$ cat src/rtl/mc_pkg.sv
// Shared constants and types for the multi-cycle MIPS controller: state encoding,
// opcode/func values, and the datapath mux / ALU control encodings.
package mc_pkg;

    typedef enum logic [3:0] {
        ST_RST      = 4'd0,
        ST_FETCH    = 4'd1,
        ST_DECODE   = 4'd2,
        ST_EXEC_R   = 4'd3,
        ST_EXEC_I   = 4'd4,
        ST_MEM_ADDR = 4'd5,
        ST_MEM_RD   = 4'd6,
        ST_MEM_WR   = 4'd7,
        ST_WB_MEM   = 4'd8,
        ST_WB_ALU   = 4'd9,
        ST_BRANCH   = 4'd10,
        ST_JAL      = 4'd11,
        ST_JR       = 4'd12
    } state_t;

    localparam logic [5:0] OP_RTYPE = 6'b000000;
    localparam logic [5:0] OP_ORI   = 6'b001101;
    localparam logic [5:0] OP_LUI   = 6'b001111;
    localparam logic [5:0] OP_LW    = 6'b100011;
    localparam logic [5:0] OP_SW    = 6'b101011;
    localparam logic [5:0] OP_BEQ   = 6'b000100;
    localparam logic [5:0] OP_JAL   = 6'b000011;

    localparam logic [5:0] FN_ADDU  = 6'b100001;
    localparam logic [5:0] FN_SUBU  = 6'b100011;
    localparam logic [5:0] FN_JR    = 6'b001000;

    localparam logic [2:0] ALU_ADD  = 3'b000;
    localparam logic [2:0] ALU_SUB  = 3'b001;
    localparam logic [2:0] ALU_OR   = 3'b010;
    localparam logic [2:0] ALU_LUI  = 3'b011;

    localparam logic [1:0] PCSRC_ALU    = 2'b00;
    localparam logic [1:0] PCSRC_ALUOUT = 2'b01;
    localparam logic [1:0] PCSRC_JUMP   = 2'b10;
    localparam logic [1:0] PCSRC_RS     = 2'b11;

    localparam logic [1:0] REGDST_RT = 2'b00;
    localparam logic [1:0] REGDST_RD = 2'b01;
    localparam logic [1:0] REGDST_RA = 2'b10;

    localparam logic [1:0] MEMTOREG_ALUOUT = 2'b00;
    localparam logic [1:0] MEMTOREG_MDR    = 2'b01;
    localparam logic [1:0] MEMTOREG_PC     = 2'b10;

    localparam logic [1:0] SRCB_RT      = 2'b00;
    localparam logic [1:0] SRCB_FOUR    = 2'b01;
    localparam logic [1:0] SRCB_IMM     = 2'b10;
    localparam logic [1:0] SRCB_IMM_SH2 = 2'b11;

    // One-hot instruction class produced by the decoder; all zero means illegal.
    typedef struct packed {
        logic addu;
        logic subu;
        logic jr;
        logic ori;
        logic lui;
        logic lw;
        logic sw;
        logic beq;
        logic jal;
    } insn_cls_t;

    // Subset of the class that later states still need after DECODE.
    typedef struct packed {
        logic dst_rd;
        logic alu_sub;
        logic alu_lui;
        logic is_load;
    } insn_sel_t;

endpackage

$ cat src/rtl/multicycle_ctrl_if.sv
// Controller <-> datapath bundle. The master side is the control FSM; the slave
// side is the datapath, which also gets the combined PC enable.
interface multicycle_ctrl_if #(
    parameter int CNT_W   = 32,
    parameter int STATE_W = 4
);
    logic [5:0]         op;
    logic [5:0]         func;
    logic               zero;
    logic               mem_ready;
    logic               mem_req;
    logic               MemWrite;
    logic               IorD;
    logic               IRWrite;
    logic               PCWrite;
    logic               PCWriteCond;
    logic [1:0]         PCSrc;
    logic               ALUSrcA;
    logic [1:0]         ALUSrcB;
    logic [2:0]         ALUCtrl;
    logic               ExtOp;
    logic               RegWrite;
    logic [1:0]         RegDst;
    logic [1:0]         MemtoReg;
    logic               illegal_insn;
    logic [CNT_W-1:0]   retired;
    logic [STATE_W-1:0] state;
    logic               pc_en;

    // beq resolves here: the FSM raises PCWriteCond, the ALU flag qualifies it.
    assign pc_en = PCWrite | (PCWriteCond & zero);

    modport master (
        input  op, func, zero, mem_ready,
        output mem_req, MemWrite, IorD, IRWrite, PCWrite, PCWriteCond, PCSrc,
               ALUSrcA, ALUSrcB, ALUCtrl, ExtOp, RegWrite, RegDst, MemtoReg,
               illegal_insn, retired, state
    );

    modport slave (
        output op, func, zero, mem_ready,
        input  mem_req, MemWrite, IorD, IRWrite, PCWrite, PCWriteCond, PCSrc,
               ALUSrcA, ALUSrcB, ALUCtrl, ExtOp, RegWrite, RegDst, MemtoReg,
               illegal_insn, retired, state, pc_en
    );
endinterface

$ cat src/rtl/mc_decode.sv
// Combinational instruction classifier: op/func to a one-hot class plus an
// illegal flag for anything outside the supported subset.
module mc_decode
    import mc_pkg::*;
(
    input  logic [5:0] op,
    input  logic [5:0] func,
    output insn_cls_t  cls,
    output logic       illegal
);
    logic rtype;

    always_comb begin
        rtype    = (op == OP_RTYPE);
        cls      = '0;
        cls.addu = rtype && (func == FN_ADDU);
        cls.subu = rtype && (func == FN_SUBU);
        cls.jr   = rtype && (func == FN_JR);
        cls.ori  = (op == OP_ORI);
        cls.lui  = (op == OP_LUI);
        cls.lw   = (op == OP_LW);
        cls.sw   = (op == OP_SW);
        cls.beq  = (op == OP_BEQ);
        cls.jal  = (op == OP_JAL);
        illegal  = ~|cls;
    end
endmodule

$ cat src/rtl/multicycle_ctrl.sv
// Moore control FSM for the shared-ALU multi-cycle MIPS datapath, with a
// memory-ready handshake and a retired-instruction counter.
module multicycle_ctrl
    import mc_pkg::*;
#(
    parameter int MEM_HANDSHAKE = 1,
    parameter int CNT_W         = 32,
    parameter int STATE_W       = 4
) (
    input  logic               clk,
    input  logic               rst_n,
    multicycle_ctrl_if.master  bus
);
    state_t           state_q, state_d;
    insn_sel_t        sel_q, sel_d;
    logic [CNT_W-1:0] retired_q, retired_d;
    logic             retire;
    logic             ready_eff;
    insn_cls_t        dec_cls;
    logic             dec_illegal;

    mc_decode u_decode (
        .op      (bus.op),
        .func    (bus.func),
        .cls     (dec_cls),
        .illegal (dec_illegal)
    );

    assign ready_eff   = (MEM_HANDSHAKE != 0) ? bus.mem_ready : 1'b1;
    assign bus.retired = retired_q;
    assign bus.state   = STATE_W'(state_q);

    always_ff @(posedge clk or negedge rst_n) begin
        if (!rst_n) begin
            state_q   <= ST_RST;
            sel_q     <= '0;
            retired_q <= '0;
        end else begin
            state_q   <= state_d;
            sel_q     <= sel_d;
            retired_q <= retired_d;
        end
    end

    always_comb begin
        state_d          = state_q;
        sel_d            = sel_q;
        retire           = 1'b0;
        bus.mem_req      = 1'b0;
        bus.MemWrite     = 1'b0;
        bus.IorD         = 1'b0;
        bus.IRWrite      = 1'b0;
        bus.PCWrite      = 1'b0;
        bus.PCWriteCond  = 1'b0;
        bus.PCSrc        = PCSRC_ALU;
        bus.ALUSrcA      = 1'b0;
        bus.ALUSrcB      = SRCB_RT;
        bus.ALUCtrl      = ALU_ADD;
        bus.ExtOp        = 1'b0;
        bus.RegWrite     = 1'b0;
        bus.RegDst       = REGDST_RT;
        bus.MemtoReg     = MEMTOREG_ALUOUT;
        bus.illegal_insn = 1'b0;

        case (state_q)
            ST_RST: state_d = ST_FETCH;
            ST_FETCH: begin
                bus.mem_req = 1'b1;
                bus.ALUSrcB = SRCB_FOUR;
                // IR and PC+4 are committed only in the cycle memory delivers.
                if (ready_eff) begin
                    bus.IRWrite = 1'b1;
                    bus.PCWrite = 1'b1;
                    state_d     = ST_DECODE;
                end
            end
            ST_DECODE: begin
                bus.ALUSrcB       = SRCB_IMM_SH2;
                sel_d.dst_rd      = dec_cls.addu | dec_cls.subu;
                sel_d.alu_sub     = dec_cls.subu;
                sel_d.alu_lui     = dec_cls.lui;
                sel_d.is_load     = dec_cls.lw;
                bus.illegal_insn  = dec_illegal;
                if (dec_cls.addu || dec_cls.subu)    state_d = ST_EXEC_R;
                else if (dec_cls.jr)                 state_d = ST_JR;
                else if (dec_cls.ori || dec_cls.lui) state_d = ST_EXEC_I;
                else if (dec_cls.lw || dec_cls.sw)   state_d = ST_MEM_ADDR;
                else if (dec_cls.beq)                state_d = ST_BRANCH;
                else if (dec_cls.jal)                state_d = ST_JAL;
                else                                 state_d = ST_FETCH;
            end
            ST_EXEC_R: begin
                bus.ALUSrcA = 1'b1;
                bus.ALUCtrl = sel_q.alu_sub ? ALU_SUB : ALU_ADD;
                state_d     = ST_WB_ALU;
            end
            ST_EXEC_I: begin
                bus.ALUSrcA = 1'b1;
                bus.ALUSrcB = SRCB_IMM;
                bus.ExtOp   = 1'b1;
                bus.ALUCtrl = sel_q.alu_lui ? ALU_LUI : ALU_OR;
                state_d     = ST_WB_ALU;
            end
            ST_MEM_ADDR: begin
                bus.ALUSrcA = 1'b1;
                bus.ALUSrcB = SRCB_IMM;
                state_d     = sel_q.is_load ? ST_MEM_RD : ST_MEM_WR;
            end
            ST_MEM_RD: begin
                bus.mem_req = 1'b1;
                bus.IorD    = 1'b1;
                if (ready_eff) state_d = ST_WB_MEM;
            end
            ST_MEM_WR: begin
                bus.mem_req  = 1'b1;
                bus.IorD     = 1'b1;
                bus.MemWrite = 1'b1;
                if (ready_eff) begin
                    state_d = ST_FETCH;
                    retire  = 1'b1;
                end
            end
            ST_WB_MEM: begin
                bus.RegWrite = 1'b1;
                bus.MemtoReg = MEMTOREG_MDR;
                state_d      = ST_FETCH;
                retire       = 1'b1;
            end
            ST_WB_ALU: begin
                bus.RegWrite = 1'b1;
                bus.RegDst   = sel_q.dst_rd ? REGDST_RD : REGDST_RT;
                state_d      = ST_FETCH;
                retire       = 1'b1;
            end
            ST_BRANCH: begin
                bus.ALUSrcA     = 1'b1;
                bus.ALUCtrl     = ALU_SUB;
                bus.PCWriteCond = 1'b1;
                bus.PCSrc       = PCSRC_ALUOUT;
                state_d         = ST_FETCH;
                retire          = 1'b1;
            end
            ST_JAL: begin
                bus.PCWrite  = 1'b1;
                bus.PCSrc    = PCSRC_JUMP;
                bus.RegWrite = 1'b1;
                bus.RegDst   = REGDST_RA;
                bus.MemtoReg = MEMTOREG_PC;
                state_d      = ST_FETCH;
                retire       = 1'b1;
            end
            ST_JR: begin
                bus.PCWrite = 1'b1;
                bus.PCSrc   = PCSRC_RS;
                state_d     = ST_FETCH;
                retire      = 1'b1;
            end
            default: state_d = ST_RST;
        endcase

        retired_d = retire ? (retired_q + CNT_W'(1)) : retired_q;
    end
endmodule

$ cat src/flat_wrapper.sv
// flat-port wrapper written by rule: the top's interface ports become plain ports
module multicycle_ctrl_flat import mc_pkg::*;
#(
    parameter int MEM_HANDSHAKE = 1,
    parameter int CNT_W         = 32,
    parameter int STATE_W       = 4
)
  (clk, rst_n, bus_op, bus_func, bus_zero, bus_mem_ready, bus_mem_req, bus_MemWrite, bus_IorD, bus_IRWrite, bus_PCWrite, bus_PCWriteCond, bus_PCSrc, bus_ALUSrcA, bus_ALUSrcB, bus_ALUCtrl, bus_ExtOp, bus_RegWrite, bus_RegDst, bus_MemtoReg, bus_illegal_insn, bus_retired, bus_state);
  multicycle_ctrl_if #(.CNT_W(CNT_W), .STATE_W(STATE_W)) bus_i ();
  input  logic clk;
  input  logic rst_n;
  input wire logic [$bits(bus_i.op)-1:0] bus_op;
  input wire logic [$bits(bus_i.func)-1:0] bus_func;
  input wire logic [$bits(bus_i.zero)-1:0] bus_zero;
  input wire logic [$bits(bus_i.mem_ready)-1:0] bus_mem_ready;
  output wire logic [$bits(bus_i.mem_req)-1:0] bus_mem_req;
  output wire logic [$bits(bus_i.MemWrite)-1:0] bus_MemWrite;
  output wire logic [$bits(bus_i.IorD)-1:0] bus_IorD;
  output wire logic [$bits(bus_i.IRWrite)-1:0] bus_IRWrite;
  output wire logic [$bits(bus_i.PCWrite)-1:0] bus_PCWrite;
  output wire logic [$bits(bus_i.PCWriteCond)-1:0] bus_PCWriteCond;
  output wire logic [$bits(bus_i.PCSrc)-1:0] bus_PCSrc;
  output wire logic [$bits(bus_i.ALUSrcA)-1:0] bus_ALUSrcA;
  output wire logic [$bits(bus_i.ALUSrcB)-1:0] bus_ALUSrcB;
  output wire logic [$bits(bus_i.ALUCtrl)-1:0] bus_ALUCtrl;
  output wire logic [$bits(bus_i.ExtOp)-1:0] bus_ExtOp;
  output wire logic [$bits(bus_i.RegWrite)-1:0] bus_RegWrite;
  output wire logic [$bits(bus_i.RegDst)-1:0] bus_RegDst;
  output wire logic [$bits(bus_i.MemtoReg)-1:0] bus_MemtoReg;
  output wire logic [$bits(bus_i.illegal_insn)-1:0] bus_illegal_insn;
  output wire logic [$bits(bus_i.retired)-1:0] bus_retired;
  output wire logic [$bits(bus_i.state)-1:0] bus_state;
  assign bus_i.op = bus_op;
  assign bus_i.func = bus_func;
  assign bus_i.zero = bus_zero;
  assign bus_i.mem_ready = bus_mem_ready;
  assign bus_mem_req = bus_i.mem_req;
  assign bus_MemWrite = bus_i.MemWrite;
  assign bus_IorD = bus_i.IorD;
  assign bus_IRWrite = bus_i.IRWrite;
  assign bus_PCWrite = bus_i.PCWrite;
  assign bus_PCWriteCond = bus_i.PCWriteCond;
  assign bus_PCSrc = bus_i.PCSrc;
  assign bus_ALUSrcA = bus_i.ALUSrcA;
  assign bus_ALUSrcB = bus_i.ALUSrcB;
  assign bus_ALUCtrl = bus_i.ALUCtrl;
  assign bus_ExtOp = bus_i.ExtOp;
  assign bus_RegWrite = bus_i.RegWrite;
  assign bus_RegDst = bus_i.RegDst;
  assign bus_MemtoReg = bus_i.MemtoReg;
  assign bus_illegal_insn = bus_i.illegal_insn;
  assign bus_retired = bus_i.retired;
  assign bus_state = bus_i.state;
  multicycle_ctrl #(.MEM_HANDSHAKE(MEM_HANDSHAKE), .CNT_W(CNT_W), .STATE_W(STATE_W)) u_core (.clk(clk), .rst_n(rst_n), .bus(bus_i));
endmodule
$ cat config.mk
export PLATFORM = sky130hd
export DESIGN_NAME = multicycle_ctrl_flat
export DESIGN_NICKNAME = d
export VERILOG_FILES = /design/src/rtl/mc_pkg.sv /design/src/rtl/multicycle_ctrl_if.sv /design/src/rtl/mc_decode.sv /design/src/rtl/multicycle_ctrl.sv /design/src/flat_wrapper.sv
export SDC_FILE = /design/constraint.sdc
export NUM_CORES = 1
export LEC_CHECK = 0
export ABC_AREA = 1
export CORE_UTILIZATION = 29
export DETAILED_ROUTE_END_ITERATION = 12
export PLACE_DENSITY = 0.55
export SETUP_SLACK_MARGIN = 0.15
export SYNTH_ARGS = -nofsm -noshare
export SYNTH_HDL_FRONTEND = slang
export SYNTH_SLANG_ARGS = --single-unit
$ cat constraint.sdc
create_clock -name clk -period 1.5 [get_ports clk]
set_input_delay 0.15 -clock clk [delete_from_list [all_inputs] [get_ports clk]]
set_output_delay 0.15 -clock clk [all_outputs]
set_load 0.01 [all_outputs]
==> impl_metrics.csv, run 1 <==
group,metric,value,unit
finish,final_cell_mix,"nand2_1, buf_4, nor2_1",
setup_path,critPathKind,"flop to output pin",
timing,drv_slew,0,
clock_network,clk_path_buf_depth,2,
outcome,status,"finished, violations left",
synth,synth_top_area_share,35.7,%
finish,n_fill_cell,877,
routing,drtAntennaViolNets,0,
clock_network,htree_levels,2,
power_and_ir_drop,report.power.total,5950,µW
clock_network,clockRootBuffer,"clkbuf_8",
setup_path,arrival,1.49,ns
routing,dr.pass1.iters,4,
finish,synthToLayoutAreaGrowth,87.0,%
routing,via_per_inst,4.46,
timing,setup_viol,42,
timing,skew,0.00591,ns
setup_path,startpoint_type,"flop",
global_routing,first_global_vias,3376,
finish,antenna_cells,0,
floorplanning,io_pins,73,
power_and_ir_drop,ir_worst_vdd,518,µV
timing,fin_setup_tns,-2.08,ns
clock_network,cts_num_sinks,40,
clock_network,path_clk_slew,0.08,ns
global_routing,grt_util_all_layers,19.6,%
clock_network,clock_latency,0.30,ns
finish,layout_commonest_cell,"nand2_1",
setup_path,r2r_slack,-0.05,ns
floorplanning,fp-row-count,35,
place,dp_hpwl,6530,µm
power_and_ir_drop,power.leakage,0.00273,µW
finish,regArea,1020,µm²
routing,top_layer,"met4",
timing,period_share,110,%
setup_path,startpoint,"u_core.bus.state[3]",
setup_path,cp.required,1.35,ns
routing,routed-via-count,3470,
synth,syn-num-nets,478,
finish,drive_gt1_share,39.0,%
timing,grt_setup_unrepaired,"true",
routing,wl_met3,310,µm
finish,multi_input_area,1980,µm²
floorplanning,die_area,10100,µm²
finish,finish.utilization,56.5,%
routing,drt-met1-wl,4330,µm
synth,synth_top_area_cell,"dfrtp_1",
synth,ys_warn_count,0,
routing,route.detailed.drc,0,
synth,seq_area_frac_synth,35.7,%
floorplanning,core_area,9280,µm²
setup_path,crit_end,"bus_illegal_insn",
place,dp_slack,-0.386,ns
routing,drtIter0Drc,107,
outcome,violations,"negative setup slack",
worst_hold_path,hold_class,"primary input to async pin",
timing,fin_ws,-0.144,ns
setup_path,worst-path-max-fanout,3,
job,max_cap_viol_count,0,
routing,wl_met2,4830,µm
synth,ys_top_cells_by_area,"dfrtp_1, nand2_1, nor2_1, inv_1, nand3_1",
synth,ys_ff_latch,40,
timing,fmax,608,MHz
global_routing,grt_max_degree,23,
synth,synth_cells,461,
routing,wl_per_cell,12.3,µm
setup_path,cp-end-kind,"output pin",
floorplanning,fp.dieH,100,µm
timing,hold_ws,0.333,ns
setup_path,reg2reg_to,"u_core.bus.retired[5]",
timing,hold_viol_final,0,
synth,avgSynthCellArea,6.08,µm²
clock_network,numCtsBuffers,5,
clock_network,cts_tree,"yes",
floorplanning,chipWidth,100,µm
global_routing,grt_pass1_wl,15800,µm
synth,syn-cell-area,2800,µm²
global_routing,grt-ovfl-total,0,
floorplanning,start_util,30.2,%
power_and_ir_drop,p_per_area,1140,nW/µm²
global_routing,antenna_found_initial,0,
setup_path,r2r_start,"u_core.bus.state[1]",
synth,synth_cell_types,27,
finish,nNetsFinal,665,
place,io_buffers,70,
setup_path,rr_worst_depth,9,
place,gp_congestion,0.818,
timing,period_needed,1.64,ns
routing,wl,9610,µm
-- synthesized netlist by cell type, drive strengths merged --
cell type and n:
nand3 32, a21oi 2, dfrtp 40, xor2 2, a22oi 1, nand4 6, nand2 195, ha 1
o21a 1, or2 2, xnor2 7, inv 61, conb 1, buf 6, nor2 86, nand3b 4
nor3 3, o21ai 11
-- layer usage --
metal / global-route usage [%] / vias up
met5: 0 / -
met4: 4.12 / 0
met3: 2.72 / 13
met2: 34.4 / 51
met1: 25.8 / 1620
li1: - / 1786
-- state kept, by name, summed over array words and instances (netlist names) --
name,cells
u_core.bus.retired,32
u_core.bus.state,4
u_core.sel_q,4
-- worst max-delay path, stage by stage, from the launching register on --
cell	delay (ns)
dfrtp_2	0.44
buf_6	0.14
nor2_4	0.14
nand2_2	0.09
inv_2	0.07
nand2_2	0.06
nor3_2	0.10
buf_2	0.15
-- how the worst min path moves through the flow --
| stage | from | endpoint | slack, ns |
|---|---|---|---|
| after floorplan | rst_n | u_core.bus.retired[0] | -0.15 |
| after global placement | rst_n | u_core.bus.retired[30] | 0.13 |
| after detailed placement | rst_n | u_core.bus.retired[30] | 0.13 |
| after CTS | rst_n | u_core.bus.retired[30] | 0.34 |
| after global routing | rst_n | u_core.bus.retired[28] | 0.39 |
| final | rst_n | u_core.bus.retired[30] | 0.33 |
-- metrics by stage --
step	cells	instance area, µm²
detailed placement	717	4190
global placement	717	4190
CTS	772	4970
finish	778	5240
global route	778	5240
floorplan	461	2890
-- cells by family (layout without fill, tap and decap cells) --
| group | count (synthesis) | in the layout | synth area share [%] |
|---|---|---|---|
| DFF | 40 | 40 | 35.7 |
| and+or+nand+nor | 328 | 330 | 48.3 |
| buffers and inverters | 67 | 253 | 9.73 |
| other | 1 | 1 | 0.134 |
| adders and majority gates | 1 | 1 | 0.446 |
| AOI/OAI and AO/OA | 15 | 15 | 2.86 |
| xor gates and xnor gates | 9 | 9 | 2.81 |
-- what timing repair did --
item,4_1_cts,5_1_grt
hold endpoints to repair,18,0
gates resized for setup,231,56
buffers inserted,43,6
endpoints found under the setup margin,91,65
gates cloned,3,0
hold buffers,1,0
pin swaps,40,18
-- power breakdown --
group	total [µW]	internal (µW)	leakage (µW)	switching (µW)
clock	892	493	0.0000541	400
combinational	3700	1880	0.00216	1820
sequential	1360	1220	0.000520	136
total	5950	3600	0.00273	2360
-- layout make-up --
| type | instances | share of cell area, % |
|---|---|---|
| repair buffers | 183 | 32.5 |
| inverters | 61 | 4.94 |
| flip-flops and latches | 40 | 19.4 |
| well taps | 129 | 3.08 |
| clock inverters | 3 | 0.811 |
| repair inverters | 1 | 0.215 |
| clock buffers | 5 | 1.31 |
| multi-input cells | 356 | 37.7 |
No activity file was read; power rests on OpenSTA's default activity.
==> run 2: changes to the inputs <==
- CAP_MARGIN: unset -> 5
==> results of run 2 <==
Same layout as run 1: the final DEF is identical, and so are final timing and power.
==> run 3: changes to the inputs <==
- CTS_CLUSTER_SIZE: unset -> 14
==> results of run 3 <==
Same layout as run 1: the final DEF is identical, and so are final timing and power.
